File: src/rtl/lspc_pkg.sv
// Shared types and constants for the LSPC VRAM CPU access port.
// FSM state encoding, pointer wrap mask and bank-select bit index.
package lspc_pkg;

  typedef enum logic [2:0] {
    IDLE,
    WAIT_WR,
    WR,
    ACK,
    INC,
    WAIT_RD,
    RD
  } state_t;

  localparam logic [14:0] PTR_WRAP_MASK = 15'h7FFF;
  localparam int          BANK_BIT      = 15;

endpackage

File: src/rtl/lspc_vram_ptr.sv
// VRAM pointer register with modulo auto-increment.
// A load always beats an increment in the same cycle.
module lspc_vram_ptr
  import lspc_pkg::*;
(
  input  logic        clk,
  input  logic        reset,
  input  logic        load,
  input  logic        inc,
  input  logic [15:0] load_val,
  input  logic [15:0] mod,
  output logic [15:0] ptr
);

  logic [14:0] sum;
  logic        unused_mod;

  assign sum        = (ptr[14:0] + mod[14:0]) & PTR_WRAP_MASK;
  assign unused_mod = mod[15];

  always_ff @(posedge clk) begin
    if (reset) begin
      ptr <= '0;
    end else if (load) begin
      ptr <= load_val;
    end else if (inc) begin
      // bank bit is sticky; only the low 15 bits wrap
      ptr <= {ptr[BANK_BIT], sum};
    end
  end

endmodule

File: src/rtl/lspc_vram_cpu_port.sv
// LSPC CPU-side VRAM port: address load, slot-timed write/read, auto-inc.
// Define LSPC_VRAM_READ_PREFETCH_EN to re-read VRAM after every increment.
module lspc_vram_cpu_port
  import lspc_pkg::*;
(
  input  logic        CLK,
  input  logic        RESET,
  input  logic        WR_VRAM_ADDR,
  input  logic [15:0] REG_VRAMADDR,
  input  logic [15:0] REG_VRAMMOD,
  input  logic [15:0] REG_VRAMRW,
  input  logic        nVRAM_WRITE_REQ,
  input  logic        CPU_SLOT,
  input  logic [15:0] SVRAM_RD,
  input  logic [15:0] FVRAM_RD,
  output logic [15:0] VRAM_ADDR,
  output logic [15:0] VRAM_DATA_OUT,
  output logic        VRAM_WE,
  output logic        VRAM_WRITE_ACK,
  output logic [15:0] VRAM_LOW_READ,
  output logic [15:0] VRAM_HIGH_READ
);

  state_t      state;
  state_t      state_n;
  logic        wr_q;
  logic        load;
  logic        rd_pend;
  logic [15:0] ptr;

`ifdef LSPC_VRAM_READ_PREFETCH_EN
  localparam bit PREFETCH = 1'b1;
`else
  localparam bit PREFETCH = 1'b0;
`endif

  // strobe history tracks input during reset so no edge survives it
  always_ff @(posedge CLK) begin
    wr_q <= WR_VRAM_ADDR;
    if (RESET) begin
      load <= 1'b0;
    end else begin
      load <= WR_VRAM_ADDR & ~wr_q;
    end
  end

  lspc_vram_ptr u_ptr (
    .clk      (CLK),
    .reset    (RESET),
    .load     (load),
    .inc      (state == INC),
    .load_val (REG_VRAMADDR),
    .mod      (REG_VRAMMOD),
    .ptr      (ptr)
  );

  assign VRAM_ADDR = ptr;

  always_ff @(posedge CLK) begin
    if (RESET) begin
      state <= IDLE;
    end else begin
      state <= state_n;
    end
  end

  always_comb begin
    state_n = state;
    case (state)
      IDLE: begin
        if (!nVRAM_WRITE_REQ) begin
          state_n = WAIT_WR;
        end else if (rd_pend) begin
          state_n = WAIT_RD;
        end
      end
      WAIT_WR: if (CPU_SLOT) state_n = WR;
      WR:      state_n = ACK;
      ACK:     if (nVRAM_WRITE_REQ) state_n = INC;
      INC:     state_n = IDLE;
      WAIT_RD: if (CPU_SLOT) state_n = RD;
      RD:      state_n = IDLE;
      default: state_n = IDLE;
    endcase
  end

  always_ff @(posedge CLK) begin
    if (RESET) begin
      VRAM_WE        <= 1'b0;
      VRAM_WRITE_ACK <= 1'b0;
      VRAM_DATA_OUT  <= '0;
    end else begin
      VRAM_WE        <= (state_n == WR);
      VRAM_WRITE_ACK <= (state_n == ACK);
      if (state_n == WR) begin
        VRAM_DATA_OUT <= REG_VRAMRW;
      end
    end
  end

  // a load during RD keeps the request alive so the read repeats
  always_ff @(posedge CLK) begin
    if (RESET) begin
      rd_pend <= 1'b0;
    end else if (load) begin
      rd_pend <= 1'b1;
    end else if (state == INC && PREFETCH) begin
      rd_pend <= 1'b1;
    end else if (state == RD) begin
      rd_pend <= 1'b0;
    end
  end

  always_ff @(posedge CLK) begin
    if (RESET) begin
      VRAM_LOW_READ  <= '0;
      VRAM_HIGH_READ <= '0;
    end else if (state == RD) begin
      if (ptr[BANK_BIT]) begin
        VRAM_HIGH_READ <= FVRAM_RD;
      end else begin
        VRAM_LOW_READ <= SVRAM_RD;
      end
    end
  end

endmodule

File: config.mk
export PLATFORM = sky130hd
export DESIGN_NAME = lspc_vram_cpu_port
export DESIGN_NICKNAME = d
export VERILOG_FILES = /design/src/rtl/lspc_pkg.sv /design/src/rtl/lspc_vram_ptr.sv /design/src/rtl/lspc_vram_cpu_port.sv
export SDC_FILE = /design/constraint.sdc
export NUM_CORES = 1
export LEC_CHECK = 0
export ABC_AREA = 0
export CELL_PAD_IN_SITES_DETAIL_PLACEMENT = 0
export CELL_PAD_IN_SITES_GLOBAL_PLACEMENT = 1
export CORE_MARGIN = 5
export CORE_UTILIZATION = 30
export CTS_BUF_LIST = sky130_fd_sc_hd__clkbuf_4 sky130_fd_sc_hd__clkbuf_8
export CTS_CLUSTER_SIZE = 30
export DETAILED_ROUTE_END_ITERATION = 10
export GPL_TIMING_DRIVEN = 0
export PLACE_DENSITY_LB_ADDON = 0.1
export RECOVER_POWER = 25
export SYNTH_ARGS = -nofsm -noshare
export SYNTH_HDL_FRONTEND = slang
export SYNTH_SLANG_ARGS = --single-unit
export TNS_END_PERCENT = 20
File: constraint.sdc
create_clock -name CLK -period 2.4 [get_ports CLK]
set_input_delay 0.36 -clock CLK [delete_from_list [all_inputs] [get_ports CLK]]
set_output_delay 0.36 -clock CLK [all_outputs]
set_load 0.02 [all_outputs]
==> impl_metrics.csv <==
group,metric,value,unit
cts,cts-root-buf,"clkbuf_8",
die,core,10940,µm²
sta,fin_ws,103.7,ps
final_layout,post-route-util,47.79,%
cts,cts_hold_buffers,0,
drt,wl,10950,µm
place,place_ws,-456.8,ps
sta,tightest_slew,643.0,ps
global_route,antenna_found_initial,0,
outcome,outcome,"finished clean",
final_layout,layoutNonFillerInstCount,734,
drt,ant_nets,0,
min_path,min-delay-path-class,"primary input to flop",
sta,finalCriticalPeriod,2296,ps
place,dp_cells,716,
drt,drc,0,
critical_path,worstPathRequired,2610,ps
sta,hold_viol,0,
cts,cts_made_buffers,9,
global_route,grt_max_degree,14,
power_and_ir_drop,p_total,2.668,mW
synth,yosys_warnings,0,
critical_path,critical_path.endpoint,"u_ptr.ptr[14]$_SDFFE_PP0P_",
cts,clock-sinks,72,
global_route,grt_overflow,0,
critical_path,regToRegEndpoint,"u_ptr.ptr[14]$_SDFFE_PP0P_",
power_and_ir_drop,powerDensity,510.5,nW/µm²
global_route,grt_usage,16.17,%
final_layout,final_cell_area,5226,µm²
final_layout,nets,689,
sta,timing.max_slew.rel_slack,57.13,%
die,die_w,115.9,µm
critical_path,endpoint_kind,"flop",
global_route,grt_first_pass_wirelength,17180,µm
synth,synth.distinct_cells,48,
place,postPlaceCellArea,5019,µm²
critical_path,rrSetupSlack,210,ps
drt,detail_route.vias_per_cell,4.708,
critical_path,critPathLaunch,"REG_VRAMMOD[0]",
final_layout,fill_cells,1135,
critical_path,r2r_cells,8,
critical_path,timing.rr.start,"u_ptr.ptr[0]$_SDFFE_PP0P_",
die,num_io_pins,151,
global_route,first_global_vias,3448,
flow_run,cap_violations,0,
synth,synth-edff-count,0,
sta,setup_viol,0,
sta,slew_violations,0,
synth,syn_area,3362,µm²
synth,syn_inst,428,
place,port_buffers,148,
die,die_area,13420,µm²
place,hpwl,8275,µm
min_path,worstHoldStart,"RESET",
power_and_ir_drop,p_leak,1.896,nW
final_layout,drive_gt1_share,6.229,%
critical_path,path_class,"primary input to flop",
sta,max_freq,435.5,MHz
cts,clk_pin_slew_worst_paths,90,ps
final_layout,n_antenna_cell,0,
sta,final.setup_skew,15.49,ps
synth,synth_async_sr_flop_share,0,%
critical_path,critPathLaunchType,"primary input",
drt,first_pass_iters,4,
synth,yosys_register_bits,72,
die,die_y,115.9,µm
synth,syn_area_per_cell,7.855,µm²
sta,finalCritPeriodShare,95.68,%
cts,htree_levels,3,
drt,vias,3456,
drt,drtIter0Drc,147,
critical_path,crit_fanout,3,
critical_path,critPathArrivalTime,2510,ps
synth,syn_nets,528,
power_and_ir_drop,vdd_drop_max,0.0002373,V
drt,avgRoutedWirePerCell,14.92,µm
cts,cts_tree,"done",
cts,clk_latency,340,ps
die,rows,38,
synth,ys.flop_type,"dfxtp_1",
place,gp_congestion,0.8248,
sta,rsz0062_at_grt,"no",
die,start_util,30.74,%
synth,yosysSeqAreaShare,42.87,%
final_layout,syn_to_final_growth,55.45,%
cts,clockBufferDepth,2,
## per-stage QoR
step	hold slack, ps	TNS (ps)
after floorplan	372.9	0
after global placement	379.8	-1792
after detailed placement	387.2	-1901
final	389.2	0
after CTS	386.8	0
after global routing	415.6	0
## cell type report
type                       count  area [µm²]  area share (%)
clock buffer                  10       131.4           2.514
sequential                    72        1441           27.58
inverter                       2       7.507          0.1436
clock inverter                 6       45.04          0.8619
multi-input combinational    328        1819           34.81
timing repair buffer         150        1500           28.70
buffer                        26       106.4           2.035
tap                          140       175.2           3.352
## cell families after synthesis
group	synth area share (%)
DFF	42.87
adders and majority gates	5.806
AOI/OAI and AO/OA	21.14
xor gates and xnor gates	2.084
muxes	1.228
buffers and inverters	3.424
and+or+nand+nor	23.45
## synth_stat cells, types with 2 or more instances
cell,instances,area [µm²]
nor3_1,6,30.03
and3_1,3,18.77
and2b_1,2,15.01
xor2_1,4,35.03
a311oi_1,2,17.52
dfxtp_1,72,1441
nand2_1,120,450.4
inv_1,2,7.510
nor3b_1,4,30.03
a21o_1,4,30.03
o21ai_0,2,10.01
or3_1,3,18.77
mux2i_1,3,30.03
ha_1,14,175.2
nor2_1,24,90.09
a211oi_1,8,60.06
a21oi_1,84,420.4
a31o_1,2,17.52
o21ai_1,3,15.01
a41oi_2,2,32.53
clkbuf_1,18,67.56
buf_2,8,40.04
nand3_1,4,20.02
nor2b_1,4,25.02
xnor2_1,4,35.03
nand2b_1,4,25.02
## layout by cell type, fill, tap and decap left out, types with 6 or more instances in the layout
cell / n
buf_2: 7
clkbuf_1: 19
dlygate4sd3_1: 10
nand2_1: 120
clkbuf_8: 9
nor3_1: 6
nor2_1: 24
clkdlybuf4s50_1: 138
a21oi_1: 84
ha_1: 14
a211oi_1: 8
dfxtp_1: 72
## power breakdown
group	switching, mW	total (mW)	internal, mW
registers	0.0276	1.26	1.23
clock network	0.498	0.890	0.393
logic	0.247	0.519	0.271
total	0.773	2.67	1.90
## how the worst min path moves through the flow
stage	end	slack, ps	cells after the start
floorplan	load$_SDFF_PP0_	370	1
global placement	load$_SDFF_PP0_	380	1
detailed placement	load$_SDFF_PP0_	390	1
CTS	state[2]$_SDFF_PP0_	390	2
global route	load$_SDFF_PP0_	420	1
finish	state[2]$_SDFF_PP0_	390	2
## repair_timing
| action | CTS | global route |
|---|---|---|
| setup buffers | 2 | 0 |
| pin swaps | 1 | 1 |
| setup endpoints to repair | 1 | 3 |
| resized for setup | 1 | 2 |
## sequential cells by signal (all words and copies together), names as in the netlist
signal / cells
VRAM_DATA_OUT: 16
VRAM_HIGH_READ: 16
VRAM_LOW_READ: 16
VRAM_WE: 1
VRAM_WRITE_ACK: 1
load: 1
rd_pend: 1
state: 3
u_ptr.ptr: 16
wr_q: 1
## routing by layer
layer  track usage (%)  routed length, µm  up-vias
met4             3.635                 87        0
met2             27.12               5181       93
met3             6.005                890        6
met5                 0                  0        -
li1                  -                  -     1788
met1             19.85               4793     1569
## worst max-delay path, stage by stage
cell             delay, ps
clkdlybuf4s50_1        400
ha_1                   240
fa_2                   370
a21o_1                 230
a221oi_4               280
o21ai_2                110
a211oi_2               220
mux2i_1                210
o21ai_1                 80
No activity file was read; power rests on OpenSTA's default activity.
